**src/rtl/tbird_pkg.sv**
```systemverilog
// rtl/tbird_pkg.sv - shared state type and constants for the tail-light sequencer
//   state_e     : sequencer state encoding (also driven out on state_o)
//   SYNC_STAGES : depth of the pushbutton synchroniser
package tbird_pkg;

  typedef enum logic [1:0] {
    IDLE   = 2'd0,
    LEFT   = 2'd1,
    RIGHT  = 2'd2,
    HAZARD = 2'd3
  } state_e;

  localparam int SYNC_STAGES = 2;

endpackage

```
**src/rtl/tbird_tick_gen.sv**
```systemverilog
// rtl/tbird_tick_gen.sv - step-tick generator for the tail-light sequencer
//   clock : system clock
//   reset : synchronous active-high reset
//   clr   : restart the step count (driven on every state change)
//   tick  : high on the last cycle of each STEP_TICKS-long step
module tbird_tick_gen #(
  parameter int STEP_TICKS = 12500000
) (
  input  logic clock,
  input  logic reset,
  input  logic clr,
  output logic tick
);

  localparam int            CW       = $clog2(STEP_TICKS);
  localparam logic [CW-1:0] CNT_LAST = CW'(STEP_TICKS - 1);

  logic [CW-1:0] cnt_q;
  logic [CW-1:0] cnt_d;

  // clr wins over the free-running count so a freshly entered state
  // always gets a full-length first step.
  always_comb begin
    if (clr || (cnt_q == CNT_LAST)) begin
      cnt_d = '0;
    end else begin
      cnt_d = cnt_q + CW'(1);
    end
  end

  always_ff @(posedge clock) begin
    if (reset) begin
      cnt_q <= '0;
    end else begin
      cnt_q <= cnt_d;
    end
  end

  assign tick = (cnt_q == CNT_LAST);

endmodule

```
**src/rtl/tbird_seq_ctrl.sv**
```systemverilog
// rtl/tbird_seq_ctrl.sv - turn-signal / hazard sequencer for the tail-light demo
//   clock        : system clock
//   reset        : synchronous active-high reset
//   left_btn_n   : left request, active-low, asynchronous
//   right_btn_n  : right request, active-low, asynchronous
//   hazard_btn_n : hazard request, active-low, asynchronous
//   brake_btn_n  : brake request, active-low, asynchronous (only with TBIRD_BRAKE_EN)
//   left_leds    : left lamps, bit 0 innermost
//   right_leds   : right lamps, bit 0 innermost
//   state_o      : current sequencer state
// Optional feature macro: TBIRD_BRAKE_EN (brake input forcing non-sweeping lamps on)
module tbird_seq_ctrl
  import tbird_pkg::*;
#(
  parameter int LEDS_PER_SIDE = 3,
  parameter int STEP_TICKS    = 12500000
) (
  input  logic                     clock,
  input  logic                     reset,
  input  logic                     left_btn_n,
  input  logic                     right_btn_n,
  input  logic                     hazard_btn_n,
`ifdef TBIRD_BRAKE_EN
  input  logic                     brake_btn_n,
`endif
  output logic [LEDS_PER_SIDE-1:0] left_leds,
  output logic [LEDS_PER_SIDE-1:0] right_leds,
  output logic [1:0]               state_o
);

  localparam int            PW         = $clog2(LEDS_PER_SIDE + 1);
  localparam logic [PW-1:0] PHASE_LAST = PW'(LEDS_PER_SIDE);

  localparam int BTN_LEFT   = 0;
  localparam int BTN_RIGHT  = 1;
  localparam int BTN_HAZARD = 2;

  // ---------------------------------------------------------------------------
  // Pushbutton synchroniser: all buttons travel together through the same
  // shift chain; stages reset to 1 so nothing looks pressed out of reset.
  // ---------------------------------------------------------------------------
`ifdef TBIRD_BRAKE_EN
  localparam int NBTN      = 4;
  localparam int BTN_BRAKE = 3;
  logic [NBTN-1:0] btn_n;
  assign btn_n = {brake_btn_n, hazard_btn_n, right_btn_n, left_btn_n};
`else
  localparam int NBTN = 3;
  logic [NBTN-1:0] btn_n;
  assign btn_n = {hazard_btn_n, right_btn_n, left_btn_n};
`endif

  logic [NBTN-1:0] sync_q [SYNC_STAGES];

  always_ff @(posedge clock) begin
    if (reset) begin
      for (int s = 0; s < SYNC_STAGES; s++) begin
        sync_q[s] <= '1;
      end
    end else begin
      sync_q[0] <= btn_n;
      for (int s = 1; s < SYNC_STAGES; s++) begin
        sync_q[s] <= sync_q[s-1];
      end
    end
  end

  logic [NBTN-1:0] req;
  logic            left_req;
  logic            right_req;
  logic            hazard_req;

  assign req        = ~sync_q[SYNC_STAGES-1];
  assign left_req   = req[BTN_LEFT];
  assign right_req  = req[BTN_RIGHT];
  assign hazard_req = req[BTN_HAZARD];

  // ---------------------------------------------------------------------------
  // Step timing
  // ---------------------------------------------------------------------------
  state_e        state_q;
  state_e        state_d;
  logic [PW-1:0] phase_q;
  logic [PW-1:0] phase_d;
  logic          state_chg;
  logic          tick;

  tbird_tick_gen #(
    .STEP_TICKS (STEP_TICKS)
  ) u_tick_gen (
    .clock (clock),
    .reset (reset),
    .clr   (state_chg),
    .tick  (tick)
  );

  // ---------------------------------------------------------------------------
  // Sequencer next-state
  // ---------------------------------------------------------------------------
  always_comb begin
    state_d = state_q;
    phase_d = phase_q;
    case (state_q)
      IDLE: begin
        // Both turn requests together are treated as a hazard request.
        if (hazard_req || (left_req && right_req)) begin
          state_d = HAZARD;
        end else if (left_req) begin
          state_d = LEFT;
        end else if (right_req) begin
          state_d = RIGHT;
        end
      end
      LEFT, RIGHT: begin
        // The opposite turn request is deliberately not looked at here.
        if (hazard_req) begin
          state_d = HAZARD;
        end else if (tick) begin
          if (phase_q == PHASE_LAST) begin
            state_d = IDLE;
          end else begin
            phase_d = phase_q + PW'(1);
          end
        end
      end
      HAZARD: begin
        if (!hazard_req && !(left_req && right_req)) begin
          state_d = IDLE;
        end else if (tick) begin
          // Only bit 0 is used while flashing, so wrapping is harmless.
          phase_d = phase_q + PW'(1);
        end
      end
      default: begin
        state_d = IDLE;
      end
    endcase

    state_chg = (state_d != state_q);
    if (state_chg) begin
      phase_d = '0;
    end
  end

  always_ff @(posedge clock) begin
    if (reset) begin
      state_q <= IDLE;
      phase_q <= '0;
    end else begin
      state_q <= state_d;
      phase_q <= phase_d;
    end
  end

  assign state_o = state_q;

  // ---------------------------------------------------------------------------
  // Lamp decode: only registered state/phase feed this, so raw button edges
  // can never glitch the lamps (brake goes through the synchroniser too).
  // ---------------------------------------------------------------------------
  logic [LEDS_PER_SIDE-1:0] sweep;
  logic [LEDS_PER_SIDE-1:0] flash;

  // Thermometer of width phase: lamp i is lit once phase has passed it.
  always_comb begin
    sweep = '0;
    for (int i = 0; i < LEDS_PER_SIDE; i++) begin
      sweep[i] = (int'(phase_q) > i);
    end
  end

  // Lamps are on for the first step after entry and toggle every tick.
  assign flash = {LEDS_PER_SIDE{~phase_q[0]}};

  always_comb begin
    left_leds  = '0;
    right_leds = '0;
    case (state_q)
      LEFT:    left_leds  = sweep;
      RIGHT:   right_leds = sweep;
      HAZARD: begin
        left_leds  = flash;
        right_leds = flash;
      end
      default: begin
        left_leds  = '0;
        right_leds = '0;
      end
    endcase
`ifdef TBIRD_BRAKE_EN
    // Brake lights every lamp the sweep is not using; hazard flash wins.
    if (req[BTN_BRAKE]) begin
      case (state_q)
        IDLE: begin
          left_leds  = '1;
          right_leds = '1;
        end
        LEFT:    right_leds = '1;
        RIGHT:   left_leds  = '1;
        default: begin
          left_leds  = left_leds;
          right_leds = right_leds;
        end
      endcase
    end
`endif
  end

endmodule

```
**config.mk**
```make
export PLATFORM = sky130hd
export DESIGN_NAME = tbird_seq_ctrl
export DESIGN_NICKNAME = d
export VERILOG_FILES = /design/src/rtl/tbird_pkg.sv /design/src/rtl/tbird_tick_gen.sv /design/src/rtl/tbird_seq_ctrl.sv
export SDC_FILE = /design/constraint.sdc
export NUM_CORES = 1
export LEC_CHECK = 0
export ABC_AREA = 1
export CAP_MARGIN = 20
export CORE_UTILIZATION = 55
export CTS_CLUSTER_DIAMETER = 30
export DETAILED_ROUTE_END_ITERATION = 16
export PLACE_DENSITY = 0.75
export SYNTH_ARGS = -nofsm -noshare
export SYNTH_HDL_FRONTEND = slang
export SYNTH_SLANG_ARGS = --single-unit
```
**constraint.sdc**
```tcl
create_clock -name clock -period 2.3 [get_ports clock]
set_clock_uncertainty 0.2 [all_clocks]
set_input_delay 0.46 -clock clock [delete_from_list [all_inputs] [get_ports clock]]
set_output_delay 0.46 -clock clock [all_outputs]
set_load 0.1 [all_outputs]
```
==> results.tsv <==
stage	metric	value	unit
hold_path	min_path_type	reg -> reg	
pwr	switchingPower	0.000871	W
floorplan	io-pin-count	13	
floorplan	fp.dieW	59.5	um
timing	fmax	445	MHz
pwr	combPwrFrac	43.9	%
timing	worstMarginPinSlew	0.277	ns
hold_path	min_to	sync_q[0][4]	
critical_path	crit_family	flip-flops	
synth	syn_inst	230	
detailed_routing	drc	0	
hold_path	hold_depth	1	
floorplan	die-area	3540	um2
status	status	finished clean	
timing	finalSetupTns	0	ns
critical_path	reg2reg_to	u_tick_gen.cnt_q[9]	
critical_path	critPathRequiredTime	1.64	ns
grt	grt_pass1_vias	1306	
floorplan	fp-row-count	20	
floorplan	core	3100	um2
critical_path	critPathLaunchType	flip-flop	
detailed_routing	drtPass1Iterations	4	
placed_design	gp_congestion	0.770	
synth	yosysWarnings	0	
grt	grt_pass1_wl	5380	um
synth	syn_avg_cell_area	7.91	um2
cells_and_area	antenna_cells	0	
placed_design	post_dp_cell_area	2140	um2
timing	setup_violations	0	
pwr	leakagePower	0.884	nW
pwr	p_clk_share	25.9	%
pwr	seq_power_share	30.2	%
critical_path	worst-r2r-setup-slack	0.08	ns
clocking	cts_num_sinks	34	
hold_path	hp-start	sync_q[0][1]	
critical_path	critPathArrivalTime	1.59	ns
timing	slew_headroom	81.5	%
detailed_routing	drtIter0Drc	62	
grt	track_usage	20.7	%
cells_and_area	final_cell_mix	inv_1, nand2_1, dfxtp_1, nor2_2, nor2_1	
synth	netlist_area	1820	um2
grt	grt_antenna_before_repair	0	
placed_design	dp_hpwl	2310	um
critical_path	slowest_delay	0.35	ns
cells_and_area	fin_nets	271	
clocking	cts_tree	built	
placed_design	portBuffers	12	
detailed_routing	drtAntennaViolNets	0	
timing	period_minus_slack	2.25	ns
detailed_routing	avgViaCountPerCell	4.98	
clocking	clockRootBuffer	clkbuf_4	
timing	slew_viol_final	0	
clocking	clkSlewWorstSetupHoldPaths	0.11	ns
timing	hold_violations	0	
clocking	clk_path_buf_depth	2	
floorplan	initial_utilization	58.6	%
synth	yosysUniqueCellTypes	24	
critical_path	critical_path_class	reg -> out	
clocking	clock_latency	0.35	ns
critical_path	r2r-start	u_tick_gen.cnt_q[0]	
critical_path	cp_max_fo	4	
pwr	p_int	0.00136	W
pwr	p_sw_share	39.1	%
cells_and_area	mostFrequentLayoutCell	inv_1	
cells_and_area	drive_gt1_share	32.2	%
floorplan	die_h	59.5	um
critical_path	path_cells	inv_1 -> ha_1 -> or2_4 -> o21ai_4 -> buf_12	
pwr	ir_worst_vdd	468	uV
detailed_routing	wl_per_cell	12.0	um
cells_and_area	final.fill_count	236	
synth	seq_area_frac_synth	37.4	%
grt	grt_max_degree	25	
detailed_routing	vias	1503	
critical_path	crit_slowest_cell	dfxtp_2	
clocking	h-tree-depth	2	
critical_path	end_kind	output port	
critical_path	worst_r2r_path_depth	16	
clocking	hold_buffers	0	
cells_and_area	syn_to_final_growth	30.3	%
clocking	cts_made_buffers	5	
detailed_routing	routed_wl	3640	um
synth	synth_fp_nets	244	
pwr	p_per_area	939	nW/um2
cells_and_area	fin_area	2370	um2
critical_path	crit_buf_inv	2	
grt	grt_overflow_total	0	
synth	yosys_register_bits	34	
job	drv_cap	0	
timing	post-route-period-util	97.8	%
## cell type report
| type | count | area (um2) | share of cell area (%) |
|---|---|---|---|
| repair buffers | 22 | 302 | 12.7 |
| clock buffers | 6 | 51.3 | 2.16 |
| well taps | 44 | 55.1 | 2.32 |
| flip-flops and latches | 34 | 694 | 29.3 |
| inverters | 34 | 128 | 5.38 |
| clock inverters | 2 | 60.1 | 2.53 |
| multi-input cells | 160 | 1080 | 45.6 |
## cell usage after synthesis
cell / count / share of area [%]
nand4_4: 1 / 1.2
nor4_1: 1 / 0.34
nor2_2: 26 / 8.9
nor2_1: 19 / 3.9
dfxtp_1: 34 / 37
nand2_1: 32 / 6.6
nor2_4: 1 / 0.62
xnor2_1: 10 / 4.8
a21oi_1: 5 / 1.4
ha_1: 9 / 6.2
o21ai_0: 8 / 2.2
nand4_1: 5 / 1.7
a31oi_1: 2 / 0.69
nand3b_1: 1 / 0.41
inv_1: 34 / 7.0
or2_2: 7 / 2.4
and3_1: 1 / 0.34
xor2_1: 12 / 5.8
buf_6: 2 / 1.2
nor3_1: 3 / 0.83
o211ai_1: 2 / 0.83
nand3_2: 3 / 1.7
nand2_2: 3 / 1.0
nand3_1: 9 / 2.5
## what timing repair did
action                     4_1_cts  5_1_grt
setup endpoints to repair        2       30
pin swaps                        0        3
setup buffers                    0        4
cloned                           0        3
hold endpoints to repair         0        0
gates resized for setup          2        9
## worst max-delay path by stage
stage	cells past startpoint	slack [ns]	end	from
CTS	5	0.04	right_leds[1]	phase_q[1]
floorplan	3	0.11	left_leds[0]	state_o[1]
detailed placement	16	0.08	u_tick_gen.cnt_q[12]	u_tick_gen.cnt_q[0]
global route	16	-0.04	u_tick_gen.cnt_q[14]	u_tick_gen.cnt_q[0]
finish	5	0.05	right_leds[1]	phase_q[1]
global placement	16	0.16	u_tick_gen.cnt_q[10]	u_tick_gen.cnt_q[0]
## flip-flops by register name, indices dropped and copies added, names as in the netlist
name / flops
state_o: 2
phase_q: 2
u_tick_gen.cnt_q: 24
sync_q: 6
## power groups by stage
stage               combinational [W]  clock (W)  sequential, W
finish                       0.000977   0.000577       0.000672
global route                  0.00104   0.000605       0.000679
CTS                          0.000811   0.000584       0.000668
floorplan                    0.000532          0       0.000769
detailed placement           0.000807          0       0.000681
global placement             0.000800          0       0.000678
## kinds of logic (layout without fill, tap and decap cells)
logic type	Yosys count	in the layout	synth area share (%)
simple gates	112	112	32.5
buf+inv	36	64	8.25
flops	34	34	37.4
xor+xnor	22	22	10.6
compound gates	17	17	5.09
fa+ha+maj	9	9	6.19
## per-stage QoR
stage	hold WS [ns]	util, %	power, W	instances	worst slack, ns
2_1_floorplan	0.189	-	0.00130	230	0.107
3_3_place_gp	0.191	68.9	0.00148	287	0.162
3_5_place_dp	0.201	68.9	0.00149	287	0.0822
4_1_cts	0.230	72.6	0.00206	295	0.0438
5_1_grt	0.237	76.4	0.00232	302	-0.0424
6_report	0.221	76.4	0.00223	302	0.0507
## metal layers
| layer | vias up | part of all wire, % | track usage, % |
|---|---|---|---|
| met5 | - | 0 | 0 |
| met4 | 0 | 2.2 | 9.63 |
| met3 | 10 | 4.4 | 5.90 |
| met2 | 39 | 48 | 34.5 |
| met1 | 683 | 46 | 24.5 |
| li1 | 771 | - | - |
(Power assumes the default switching activity.)
